File: config.mk
export PLATFORM = sky130hd
export DESIGN_NAME = bios_port_arbiter_flat
export DESIGN_NICKNAME = d
export VERILOG_FILES = /design/src/rtl/bios_arb_pkg.sv /design/src/rtl/bios_port_arbiter_if.sv /design/src/rtl/rr_arb2.sv /design/src/rtl/bios_port_arbiter.sv /design/src/flat_wrapper.sv
export SDC_FILE = /design/constraint.sdc
export NUM_CORES = 1
export LEC_CHECK = 0
export ABC_AREA = 1
export CAP_MARGIN = 10
export CORE_ASPECT_RATIO = 2
export CORE_MARGIN = 2
export CORE_UTILIZATION = 43
export CTS_CLUSTER_SIZE = 8
export DETAILED_ROUTE_END_ITERATION = 6
export GPL_TIMING_DRIVEN = 0
export PLACE_DENSITY = 0.8
export SLEW_MARGIN = 10
export SYNTH_ARGS = -nofsm -noshare
export SYNTH_HDL_FRONTEND = slang
export SYNTH_SLANG_ARGS = --single-unit
File: constraint.sdc
create_clock -name clk -period 2 [get_ports clk]
set_clock_uncertainty 0.2 [all_clocks]
set_input_delay 0.5 -clock clk [delete_from_list [all_inputs] [get_ports clk]]
set_output_delay 0.5 -clock clk [all_outputs]
set_load 0.005 [all_outputs]
File: src/rtl/bios_arb_pkg.sv
// Shared types and width defaults for the BIOS read-port arbiter.
package bios_arb_pkg;

  localparam int unsigned ADDR_W = 12;
  localparam int unsigned DATA_W = 32;

  typedef enum logic {
    PORT_IFETCH = 1'b0,
    PORT_DLOAD  = 1'b1
  } port_id_e;

  // Outstanding-read tag: captured on grant, consumed by the response demux.
  typedef struct packed {
    logic     vld;
    port_id_e id;
    logic     err;
  } tag_t;

  function automatic logic misaligned(input logic [1:0] lsb);
    return |lsb;
  endfunction

endpackage

File: src/rtl/bios_port_arbiter_if.sv
// Request/response/memory signal bundle between the two requesters, the arbiter and BIOS memory.
interface bios_port_arbiter_if;
  import bios_arb_pkg::*;

  logic              req0_valid;
  logic [ADDR_W-1:0] req0_addr;
  logic              req0_ready;
  logic              rsp0_valid;
  logic [DATA_W-1:0] rsp0_data;
  logic              rsp0_err;

  logic              req1_valid;
  logic [ADDR_W-1:0] req1_addr;
  logic              req1_ready;
  logic              rsp1_valid;
  logic [DATA_W-1:0] rsp1_data;
  logic              rsp1_err;

  logic              mem_en;
  logic [ADDR_W-1:0] mem_addr;
  logic [DATA_W-1:0] mem_rdata;

  modport master (
    output req0_valid, req0_addr, req1_valid, req1_addr, mem_rdata,
    input  req0_ready, rsp0_valid, rsp0_data, rsp0_err,
    input  req1_ready, rsp1_valid, rsp1_data, rsp1_err,
    input  mem_en, mem_addr
  );

  modport slave (
    input  req0_valid, req0_addr, req1_valid, req1_addr, mem_rdata,
    output req0_ready, rsp0_valid, rsp0_data, rsp0_err,
    output req1_ready, rsp1_valid, rsp1_data, rsp1_err,
    output mem_en, mem_addr
  );

endinterface

File: src/rtl/rr_arb2.sv
// Two-requester grant logic. BIOS_ARB_RR_EN selects round-robin; default is fixed
// priority with port 1 (data load) winning.
module rr_arb2
  import bios_arb_pkg::*;
(
  input  logic clk,
  input  logic rst_n,
  input  logic req0,
  input  logic req1,
  output logic gnt0,
  output logic gnt1
);

`ifdef BIOS_ARB_RR_EN
  port_id_e last_q, last_d;
  logic     win1;

  // last_q is the most recent winner; on conflict the other port goes next.
  always_comb begin
    win1   = req1 & (~req0 | (last_q == PORT_IFETCH));
    gnt1   = rst_n & win1;
    gnt0   = rst_n & req0 & ~win1;
    last_d = last_q;
    if (gnt1) begin
      last_d = PORT_DLOAD;
    end else if (gnt0) begin
      last_d = PORT_IFETCH;
    end
  end

  always_ff @(posedge clk or negedge rst_n) begin
    if (!rst_n) begin
      last_q <= PORT_IFETCH;
    end else begin
      last_q <= last_d;
    end
  end
`else
  logic unused_clk;
  assign unused_clk = clk;

  always_comb begin
    gnt1 = rst_n & req1;
    gnt0 = rst_n & req0 & ~req1;
  end
`endif

endmodule

File: src/rtl/bios_port_arbiter.sv
// Shares one synchronous-read BIOS memory port between fetch (port 0) and load (port 1).
// Optional round-robin arbitration via BIOS_ARB_RR_EN (see rr_arb2).
module bios_port_arbiter
  import bios_arb_pkg::*;
#(
  parameter int unsigned CNT_W = 16
) (
  input  logic               clk,
  input  logic               rst_n,
  bios_port_arbiter_if.slave bus,
  output logic [CNT_W-1:0]   conflict_cnt
);

  logic              gnt0, gnt1, issue;
  logic [ADDR_W-1:0] sel_addr, mem_addr_q;
  logic [DATA_W-1:0] rsp0_data_q, rsp1_data_q;
  logic [CNT_W-1:0]  cnt_q, cnt_d;
  tag_t              tag_d, tag_q;

  rr_arb2 u_arb (
    .clk   (clk),
    .rst_n (rst_n),
    .req0  (bus.req0_valid),
    .req1  (bus.req1_valid),
    .gnt0  (gnt0),
    .gnt1  (gnt1)
  );

  always_comb begin
    issue     = gnt0 | gnt1;
    sel_addr  = gnt1 ? bus.req1_addr : bus.req0_addr;
    tag_d.vld = issue;
    tag_d.id  = gnt1 ? PORT_DLOAD : PORT_IFETCH;
    tag_d.err = issue & misaligned(sel_addr[1:0]);
  end

  always_comb begin
    bus.req0_ready = gnt0;
    bus.req1_ready = gnt1;
    bus.mem_en     = issue;
    bus.mem_addr   = issue ? sel_addr : mem_addr_q;

    bus.rsp0_valid = tag_q.vld & (tag_q.id == PORT_IFETCH);
    bus.rsp1_valid = tag_q.vld & (tag_q.id == PORT_DLOAD);
    bus.rsp0_err   = bus.rsp0_valid & tag_q.err;
    bus.rsp1_err   = bus.rsp1_valid & tag_q.err;
    // Read data passes straight through on the response cycle, then is held.
    bus.rsp0_data  = bus.rsp0_valid ? bus.mem_rdata : rsp0_data_q;
    bus.rsp1_data  = bus.rsp1_valid ? bus.mem_rdata : rsp1_data_q;
  end

  always_comb begin
    cnt_d = cnt_q;
    if (bus.req0_valid && bus.req1_valid && (cnt_q != {CNT_W{1'b1}})) begin
      cnt_d = cnt_q + {{(CNT_W-1){1'b0}}, 1'b1};
    end
  end

  assign conflict_cnt = cnt_q;

  always_ff @(posedge clk or negedge rst_n) begin
    if (!rst_n) begin
      tag_q       <= '0;
      mem_addr_q  <= '0;
      rsp0_data_q <= '0;
      rsp1_data_q <= '0;
      cnt_q       <= '0;
    end else begin
      tag_q       <= tag_d;
      mem_addr_q  <= bus.mem_addr;
      rsp0_data_q <= bus.rsp0_data;
      rsp1_data_q <= bus.rsp1_data;
      cnt_q       <= cnt_d;
    end
  end

endmodule

File: src/flat_wrapper.sv
// flat-port wrapper written by rule: the top's interface ports become plain ports
module bios_port_arbiter_flat import bios_arb_pkg::*;
#(
  parameter int unsigned CNT_W = 16
)
  (clk, rst_n, conflict_cnt, bus_req0_valid, bus_req0_addr, bus_req1_valid, bus_req1_addr, bus_mem_rdata, bus_req0_ready, bus_rsp0_valid, bus_rsp0_data, bus_rsp0_err, bus_req1_ready, bus_rsp1_valid, bus_rsp1_data, bus_rsp1_err, bus_mem_en, bus_mem_addr);
  bios_port_arbiter_if bus_i ();
  input  logic clk;
  input  logic rst_n;
  output logic [CNT_W-1:0] conflict_cnt;
  input wire logic [$bits(bus_i.req0_valid)-1:0] bus_req0_valid;
  input wire logic [$bits(bus_i.req0_addr)-1:0] bus_req0_addr;
  input wire logic [$bits(bus_i.req1_valid)-1:0] bus_req1_valid;
  input wire logic [$bits(bus_i.req1_addr)-1:0] bus_req1_addr;
  input wire logic [$bits(bus_i.mem_rdata)-1:0] bus_mem_rdata;
  output wire logic [$bits(bus_i.req0_ready)-1:0] bus_req0_ready;
  output wire logic [$bits(bus_i.rsp0_valid)-1:0] bus_rsp0_valid;
  output wire logic [$bits(bus_i.rsp0_data)-1:0] bus_rsp0_data;
  output wire logic [$bits(bus_i.rsp0_err)-1:0] bus_rsp0_err;
  output wire logic [$bits(bus_i.req1_ready)-1:0] bus_req1_ready;
  output wire logic [$bits(bus_i.rsp1_valid)-1:0] bus_rsp1_valid;
  output wire logic [$bits(bus_i.rsp1_data)-1:0] bus_rsp1_data;
  output wire logic [$bits(bus_i.rsp1_err)-1:0] bus_rsp1_err;
  output wire logic [$bits(bus_i.mem_en)-1:0] bus_mem_en;
  output wire logic [$bits(bus_i.mem_addr)-1:0] bus_mem_addr;
  assign bus_i.req0_valid = bus_req0_valid;
  assign bus_i.req0_addr = bus_req0_addr;
  assign bus_i.req1_valid = bus_req1_valid;
  assign bus_i.req1_addr = bus_req1_addr;
  assign bus_i.mem_rdata = bus_mem_rdata;
  assign bus_req0_ready = bus_i.req0_ready;
  assign bus_rsp0_valid = bus_i.rsp0_valid;
  assign bus_rsp0_data = bus_i.rsp0_data;
  assign bus_rsp0_err = bus_i.rsp0_err;
  assign bus_req1_ready = bus_i.req1_ready;
  assign bus_rsp1_valid = bus_i.rsp1_valid;
  assign bus_rsp1_data = bus_i.rsp1_data;
  assign bus_rsp1_err = bus_i.rsp1_err;
  assign bus_mem_en = bus_i.mem_en;
  assign bus_mem_addr = bus_i.mem_addr;
  bios_port_arbiter #(.CNT_W(CNT_W)) u_core (.clk(clk), .rst_n(rst_n), .bus(bus_i), .conflict_cnt(conflict_cnt));
endmodule
==> results of run 1 <==
==> per-stage QoR <==
stage               setup WS, ns  cell area [sq um]  total power (W)  hold WS [ns]  util [%]
floorplan                 0.0953               3990          0.00282       0.00441         -
global placement           -5.05               5700          0.00370         0.280      63.2
detailed placement         -1.54               5720          0.00376         0.257      63.5
CTS                       -0.333               7530          0.00614        0.0370      83.5
global route              -0.465               8440          0.00705         0.318      93.7
finish                    -0.434               8440          0.00684         0.300      93.7
==> routing by layer <==
layer  wire [um]  share of wire (%)
met4        1470                7.2
met2       11300                 55
met1        6590                 32
met3        1070                5.3
met5           0                  0
==> how the worst max path moves through the flow <==
| stage | from | slack (ns) | to | depth (start not counted) |
|---|---|---|---|---|
| floorplan | bus_req1_valid | 0.1 | bus_mem_addr[5] | 5 |
| global placement | rst_n | -5.05 | bus_mem_addr[2] | 7 |
| detailed placement | rst_n | -1.54 | bus_mem_addr[7] | 8 |
| CTS | u_core.tag_q[2] | -0.33 | bus_rsp0_data[2] | 8 |
| global route | u_core.tag_q[1] | -0.46 | bus_rsp0_data[16] | 7 |
| finish | u_core.tag_q[1] | -0.43 | bus_rsp0_data[2] | 7 |
==> Yosys cell counts <==
master,n
nand2_1,134
dfrtp_1,95
o21ai_0,88
inv_1,49
nor2_1,26
nand3_1,20
clkbuf_1,15
nand4_1,6
xnor2_1,6
buf_2,3
nand2_4,2
nand3b_1,2
o21a_1,2
o21ai_1,2
a21oi_1,1
buf_1,1
buf_6,1
ha_1,1
nor2_2,1
nor3_1,1
nor3_4,1
==> timing repair <==
action	CTS	global route
setup buffers	76	52
gates resized for setup	654	179
endpoints found under the hold margin	29	15
endpoints found under the setup margin	120	99
cloned	13	3
hold buffers	2	1
pin swaps	19	25
==> cell families after synthesis <==
family | synth area share, %
simple gates | 20.2
flops | 59.6
compound gates | 11.8
buf+inv | 6.78
xor+xnor | 1.32
fa+ha+maj | 0.314
==> critical path: stages, from the launching register on <==
cell and delay (ns):
dfrtp_2 0.44, nor2_4 0.14, inv_2 0.06, buf_6 0.13, buf_6 0.13, clkbuf_16 0.17, o21ai_4 0.16, buf_2 0.16
==> flip-flops by register name, summed over array words and instances, names as in the netlist <==
name and count:
u_core.tag_q 3, u_core.mem_addr_q 12, u_core.conflict_cnt 16, u_core.rsp0_data_q 32, u_core.rsp1_data_q 32
==> power by group through the flow <==
stage	Sequential, W	Combinational (W)	Clock, W
global placement	0.00237	0.00133	0
detailed placement	0.00239	0.00137	0
floorplan	0.00236	0.000460	0
CTS	0.00237	0.00185	0.00192
global route	0.00249	0.00254	0.00202
finish	0.00247	0.00243	0.00194
==> cell type report <==
| cell class | count | area [sq um] | share of cell area (%) |
|---|---|---|---|
| Timing Repair Buffer | 295 | 2560 | 30.4 |
| Multi-Input combinational cell | 293 | 2470 | 29.3 |
| Sequential cell | 95 | 2380 | 28.2 |
| Buffer | 18 | 373 | 4.42 |
| Clock buffer | 10 | 239 | 2.83 |
| Inverter | 49 | 191 | 2.27 |
| Tap cell | 102 | 128 | 1.51 |
| Clock inverter | 6 | 91.3 | 1.08 |
==> metrics.md, run 1 <==
| Metric | Value |
|---|---|
| Vias/cell | `5.62` |
| Worst EP required | `1.30 ns` |
| Post-Synthesis Cells | `457` |
| Hold Startpoint | `u_core.rsp0_data_q[21]` |
| Port bufs | `158` |
| Unique cell type count in the Yosys netlist | `21` |
| Failing checks | `negative setup slack` |
| Ys Warns | `0` |
| Initial core utilization | `44.2%` |
| Most frequent cells in the layout | `buf_4 (99), dfrtp_1 (89), buf_2 (75)` |
| Worst r2r path cells | `8` |
| Drt pass-1 iters | `5` |
| Sequential area share after synthesis | `59.6%` |
| CTS H-tree depth | `3` |
| Switch Pwr | `0.00218 W` |
| Die ar. | `10100 sq um` |
| Hold Vio Cnt, Final | `0` |
| Syn_area_per_cell | `8.72 sq um` |
| Global routing usage on met3 | `6.40%` |
| Clock tree root driver cell | `clkbuf_16` |
| Period utilisation layout | `122%` |
| Worst skew pair latency | `0.35 ns` |
| Vias | `4875` |
| Commonest non-fill, non-tap cell in the layout | `buf_4` |
| Max Transition Viols Final | `0` |
| Filler instances | `281` |
| Area Growth Syn to Fin | `112%` |
| Largest net degree at the start of global routing | `35` |
| Pint | `0.00466 W` |
| Sink Count | `95` |
| Rel. slew slack | `43.8%` |
| CP Class | `register to primary output` |
| RR Endpoint | `u_core.conflict_cnt[14]` |
| Clk slew on worst S/H paths | `0.07 ns` |
| Die W | `72.1 um` |
| Post-Syn Area | `3990 sq um` |
| Status | `finished, violations left` |
| Post-route setup slack | `-0.434 ns` |
| Total GRT Usage | `32.4%` |
| Number of synthesized register bits | `95` |
| CTS buffer count | `9` |
| Worst vdd ir | `0.000738 V` |
| Fin nets | `822` |
| Cell taking the most area after synthesis | `dfrtp_1` |
| Total Wirelength | `20.4 mm` |
| # diodes | `0` |
| Synth top area share | `59.6%` |
| Worst reg2reg startpoint | `u_core.conflict_cnt[0]` |
| CTS Buffer Depth | `2` |
| Max Cap Viol | `0` |
| Global-route wire length before repair | `25.0 mm` |
| RePlAce Congestion | `0.888` |
| Slew @ Worst Pin | `0.840 ns` |
| DP Wirelength | `8.56 mm` |
| Clock power frac | `28.3%` |
| Hold path endpoint | `u_core.rsp0_data_q[21]` |
| CP arrival | `1.73 ns` |
| Placed insts | `718` |
| Crit path time final | `2.43 ns` |
| Reg-to-reg setup timing slack | `0.06 ns` |
| Most Crowded Layer GR | `met2` |
| Post-Syn Nets | `518` |
| Antenna violation net count after detailed routing | `0` |
| Critical path launch point type | `register` |
| Met1 GRT Util | `33.7%` |
| Initial antenna violation count | `0` |
| Ranking of synthesized cells by area | `dfrtp_1 (60%), nand2_1 (13%), o21ai_0 (11%)` |
| Leak pwr | `4.27 nW` |
| Num ports | `159` |
| Share of cells above drive strength 1 | `57.0%` |
| PwrDens | `810 nW/um^2` |
| Non-filler cells in the finished layout | `868` |
| Core Area | `9010 sq um` |
| Final setup violation count | `80` |
| Hold path depth | `2` |
| Fmax | `411 MHz` |
| Sequential power share | `36.1%` |
| Initial DRC Count | `374` |
| Die H | `140 um` |
| CTS tree | `done` |
| RSZ-0062 raised after global routing | `yes` |
| Routed WL per cell | `23.5 um` |
| Vias in the first global route | `4927` |
| Drt drc | `0` |
| Met2 GRT Util | `59.0%` |
| CP Max Fanout | `5` |
| Combinational Power Share | `35.5%` |
| Critical path endpoint category | `primary output` |
| Global route overflow | `0` |
| Std-Cell Rows | `49` |
| HP Class | `register to register` |
| Sw frac | `31.9%` |
| Setup TNS | `-20.51 ns` |
(Power assumes the default switching activity.)
==> run 2, diff against run 1 <==
--- a/config.mk
+++ b/config.mk
@@ -8,7 +8,7 @@
 export ABC_AREA = 1
 export CAP_MARGIN = 10
 export CORE_ASPECT_RATIO = 2
-export CORE_MARGIN = 2
+export CORE_MARGIN = 10
 export CORE_UTILIZATION = 43
 export CTS_CLUSTER_SIZE = 8
 export DETAILED_ROUTE_END_ITERATION = 6
==> metrics.md, run 2 (synthesis gave the netlist of run 1 again) <==
| Metric | Value |
|---|---|
| Critical path launch point type | `register` |
| Die ar. | `13800 sq um` |
| Fmax | `426 MHz` |
| CTS tree | `done` |
| Initial DRC Count | `266` |
| CTS H-tree depth | `3` |
| Rel. slew slack | `57.9%` |
| Leak pwr | `3.91 nW` |
| Worst vdd ir | `0.000578 V` |
| Sequential power share | `39.2%` |
| Sw frac | `31.9%` |
| Period utilisation layout | `117%` |
| RePlAce Congestion | `0.859` |
| Largest net degree at the start of global routing | `58` |
| Total Wirelength | `18.8 mm` |
| CP Max Fanout | `10` |
| Drt drc | `0` |
| Commonest non-fill, non-tap cell in the layout | `dfrtp_1` |
| Port bufs | `158` |
| Status | `finished, violations left` |
| RSZ-0062 raised after global routing | `yes` |
| Post-route setup slack | `-0.349 ns` |
| Die H | `156 um` |
| Setup TNS | `-17.46 ns` |
| Vias/cell | `5.39` |
| DP Wirelength | `9.91 mm` |
| Fin nets | `783` |
| Clk slew on worst S/H paths | `0.07 ns` |
| Pint | `0.00424 W` |
| Area Growth Syn to Fin | `95.1%` |
| Final setup violation count | `74` |
| Worst EP required | `1.30 ns` |
| CP arrival | `1.65 ns` |
| CTS buffer count | `9` |
| Sink Count | `95` |
| Total Power | `0.00623 W` |
| Global route overflow | `0` |
| Clock tree root driver cell | `clkbuf_16` |
| Initial core utilization | `44.2%` |
| Vias in the first global route | `4518` |
| Slew @ Worst Pin | `0.630 ns` |
| Core Area | `9010 sq um` |
| Total GRT Usage | `22.7%` |
| Failing checks | `negative setup slack` |
| Clock power frac | `25.9%` |
| Final Core Density | `86.3%` |
| Routed WL per cell | `22.7 um` |
| Global-route wire length before repair | `24.2 mm` |
| Crit path time final | `2.35 ns` |
| Switch Pwr | `0.00199 W` |
| Worst hold margin | `0.263 ns` |
| Hold Vio Cnt, Final | `0` |
| Std-Cell Rows | `49` |
| HP Class | `input port to register` |
| Most frequent cells in the layout | `dfrtp_1 (90), nand2_1 (79), buf_2 (72), buf_4 (72)` |
| Reg-to-reg setup timing slack | `0.10 ns` |
| # diodes | `0` |
| Share of cells above drive strength 1 | `50.3%` |
| PwrDens | `801 nW/um^2` |
| CTS Buffer Depth | `2` |
| Die W | `88.1 um` |
| Max Cap Viol | `0` |
| Drt pass-1 iters | `5` |
| Antenna violation net count after detailed routing | `0` |
| CP Class | `register to primary output` |
| Combinational Power Share | `34.9%` |
| Critical path endpoint category | `primary output` |
| Vias | `4470` |
| Max Transition Viols Final | `0` |
| Num ports | `159` |
| Initial antenna violation count | `0` |
| Worst skew pair latency | `0.34 ns` |
[run 2: changes by cell type in the layout (fill, tap and decap cells not counted), moves of 6 or more]
| cell | change |
|---|---|
| nor2_1 | +6 |
| dlymetal6s2s_1 | -8 |
| nand2_1 | +10 |
| nand2_4 | -8 |
| nand3_1 | +11 |
| nand3_2 | -7 |
| dlygate4sd2_1 | +10 |
| buf_4 | -27 |
[run 2: cell type report]
class / instances / area (sq um)
multi-input combinational: 293 / 2240
sequential: 95 / 2380
tap: 102 / 128
buffer: 20 / 394
clock buffer: 11 / 243
timing repair buffer: 254 / 2170
fill: 447 / 1240
inverter: 49 / 189
clock inverter: 5 / 33.8
[run 2: per-stage QoR]
step                worst slack [ns]  std cells  cell area [sq um]
floorplan                     0.0953        457               3990
global placement               -5.17        717               5700
detailed placement             -1.33        718               5720
CTS                           -0.238        788               6800
global route                  -0.435        829               7780
finish                        -0.349        829               7780
[run 2: repair_timing]
item,in CTS,in global routing
endpoints found under the setup margin,110,94
resized for setup,593,166
hold buffers,3,0
pin swaps,23,22
cloned,6,5
buffers inserted,46,38
hold endpoints to repair,38,0
[run 2: per-layer routing]
metal,up-vias,track usage (%),part of all wire (%)
met2,198,42.1,56
met3,52,6.28,5.9
met1,2227,22.4,33
met4,0,9.39,4.4
met5,-,0,0
li1,1993,-,-
[run 2: final timing paths]
kind | from | to | cells after the start
hold / removal | bus_req0_addr[4] | u_core.mem_addr_q[4] | 3
min in group asynchronous | rst_n | u_core.rsp0_data_q[8] | 2
hold reg to reg | u_core.rsp0_data_q[11] | u_core.rsp0_data_q[11] | 2
setup reg to reg | u_core.conflict_cnt[0] | u_core.conflict_cnt[5] | 7
setup / recovery | u_core.tag_q[1] | bus_rsp0_data[7] | 6
max in group asynchronous | rst_n | u_core.conflict_cnt[9] | 4
[run 2: worst max-delay path: stages (launching register included)]
cell	delay, ns
dfrtp_1	0.41
nor2_2	0.17
inv_2	0.08
buf_12	0.16
clkbuf_16	0.17
o21ai_2	0.17
buf_2	0.16
[run 2: power groups by stage]
stage / Sequential [W] / Combinational [W] / Clock, W
3_3_place_gp: 0.00237 / 0.00136 / 0
6_report: 0.00244 / 0.00217 / 0.00161
4_1_cts: 0.00234 / 0.00162 / 0.00161
5_1_grt: 0.00246 / 0.00231 / 0.00171
2_1_floorplan: 0.00236 / 0.000460 / 0
3_5_place_dp: 0.00238 / 0.00140 / 0
==> run 3, diff against run 2 <==
--- a/config.mk
+++ b/config.mk
@@ -9,11 +9,11 @@
 export CAP_MARGIN = 10
 export CORE_ASPECT_RATIO = 2
 export CORE_MARGIN = 10
-export CORE_UTILIZATION = 43
+export CORE_UTILIZATION = 47
 export CTS_CLUSTER_SIZE = 8
 export DETAILED_ROUTE_END_ITERATION = 6
 export GPL_TIMING_DRIVEN = 0
-export PLACE_DENSITY = 0.8
+export PLACE_DENSITY = 0.86
 export SLEW_MARGIN = 10
 export SYNTH_ARGS = -nofsm -noshare
 export SYNTH_HDL_FRONTEND = slang
==> constraint.sdc (replaced) <==
create_clock -name clk -period 2.9 [get_ports clk]
set_clock_uncertainty 0.2 [all_clocks]
set_input_delay 0.725 -clock clk [delete_from_list [all_inputs] [get_ports clk]]
set_output_delay 0.725 -clock clk [all_outputs]
set_load 0.005 [all_outputs]
==> metrics.md, run 3 (synthesis gave the netlist of run 1 again) <==
| Metric | Value |
|---|---|
| Final setup violation count | `0` |
| Port bufs | `158` |
| CTS tree | `done` |
| DP Wirelength | `10.1 mm` |
| Num ports | `159` |
| Crit path max-delay family | `buffers and inverters` |
| Drt pass-1 iters | `4` |
| Clk slew on worst S/H paths | `0.07 ns` |
| Critical Path Max Stage Delay | `0.53 ns` |
| Max Transition Viols Final | `0` |
| PwrDens | `600 nW/um^2` |
| Hold Vio Cnt, Final | `0` |
| Total Wirelength | `13.8 mm` |
| # diodes | `0` |
| Worst EP required | `1.98 ns` |
| CP arrival | `1.97 ns` |
| RePlAce Congestion | `0.915` |
| Antenna violation net count after detailed routing | `0` |
| Status | `completed` |
| Area Growth Syn to Fin | `57.7%` |
| Global route overflow | `0` |
| Drt drc | `0` |
| Std-Cell Rows | `47` |
| CP Cell Sequence | `clkdlybuf4s50_1 > inv_1 > o21ai_2 > clkdlybuf4s50_1` |
| Die ar. | `12800 sq um` |
| Post-route setup slack | `0.00279 ns` |
| Global-route wire length before repair | `21.9 mm` |
| Initial core utilization | `48.1%` |
| Commonest non-fill, non-tap cell in the layout | `nand2_1` |
| Critical path launch point type | `input port` |
| Core Area | `8290 sq um` |
| CP Depth | `4` |
| CTS H-tree depth | `3` |
| Slew @ Worst Pin | `0.871 ns` |
| Setup TNS | `0 ns` |
| Largest net degree at the start of global routing | `57` |
| Initial antenna violation count | `0` |
| Worst vdd ir | `0.000499 V` |
| Max Cap Viol | `0` |
| Initial DRC Count | `138` |
| Worst path bufs/invs | `3` |
| Critical path endpoint category | `primary output` |
| DP Worst Slack | `-0.889 ns` |
| Routed WL per cell | `18.8 um` |
| HP Class | `input port to asynchronous set/reset pin` |
| Vias in the first global route | `4283` |
| Clock tree root driver cell | `clkbuf_16` |
| Crit path time final | `2.90 ns` |
| Share of cells above drive strength 1 | `11.6%` |
| Worst skew pair latency | `0.35 ns` |
| Rel. slew slack | `41.8%` |
| Crit path top cell by count | `clkdlybuf4s50_1` |
| Fmax | `345 MHz` |
| Vias | `3854` |
| Die W | `85.1 um` |
| Total GRT Usage | `21.3%` |
| CP Max Fanout | `2` |
| Die H | `150 um` |
| Fin nets | `693` |
| Worst r2r path cells | `6` |
| Vias/cell | `5.24` |
| CTS Buffer Depth | `2` |
| Design Area, Final | `6290 sq um` |
| Period utilisation layout | `99.9%` |
| CP Class | `input port to primary output` |
| CTS buffer count | `9` |
| Dpl cell area | `5720 sq um` |
| Crit path max-delay cell type | `clkdlybuf4s50_1` |
| Sink Count | `95` |
| Leak pwr | `3.25 nW` |
| RSZ-0062 raised after global routing | `yes` |
| Most frequent cells in the layout | `nand2_1 (131), dfrtp_1 (95), clkdlybuf4s50_1 (85)` |
[run 3: metrics by stage]
step                      hold WS [ns]  util [%]  power, W  cells
after floorplan                  0.229         -   0.00194    457
after global placement           0.279      68.6   0.00258    713
after detailed placement         0.281      68.9   0.00262    714
after CTS                       0.0203      74.1   0.00379    733
after global routing           0.00346      75.8   0.00395    735
final                          0.00721      75.8   0.00377    735
[run 3: path summary, 6_finish.rpt]
| kind | slack, ns | from | end |
|---|---|---|---|
| max | 0.003 | bus_mem_rdata[25] | bus_rsp1_data[25] |
| min | 0.007 | rst_n | u_core.mem_addr_q[10] |
| max reg2reg | 0.72 | u_core.conflict_cnt[0] | u_core.conflict_cnt[6] |
| min reg2reg | 0.27 | u_core.rsp0_data_q[9] | u_core.rsp0_data_q[9] |
| max in group asynchronous | 1.09 | rst_n | u_core.rsp1_data_q[29] |
| min in group clk | 0.27 | u_core.rsp0_data_q[9] | u_core.rsp0_data_q[9] |
[run 3: timing repair]
action | in CTS | in global routing
resized for setup | 176 | 44
setup endpoints to repair | 79 | 38
pin swaps | 3 | 1
setup buffers | 2 | 0
hold buffers | 0 | 1
endpoints found under the hold margin | 0 | 18
cloned | 1 | 1
[run 3: layer usage]
layer / track usage [%] / share of wire [%] / vias to the layer above
li1: - / - / 1805
met1: 19.7 / 33 / 1819
met2: 38.0 / 53 / 177
met3: 8.23 / 8.3 / 53
met4: 12.8 / 6.2 / 0
met5: 0 / 0 / -
[run 3: area by class of cell]
| cell class | instances | area, sq um |
|---|---|---|
| plain buffers | 20 | 206 |
| clock inverters | 7 | 72.6 |
| clock buffers | 9 | 225 |
| flip-flops and latches | 95 | 2380 |
| inverters | 49 | 184 |
| fillers | 601 | 2010 |
| repair buffers | 164 | 1660 |
| multi-input cells | 293 | 1440 |
| well taps | 98 | 123 |
[run 3: where the power goes]
group	switching, W	internal, W	leakage (nW)
Combinational	0.000456	0.000499	1.93
Sequential	0.0000924	0.00153	1.18
Clock	0.000520	0.000670	0.142
Total	0.00107	0.00270	3.25
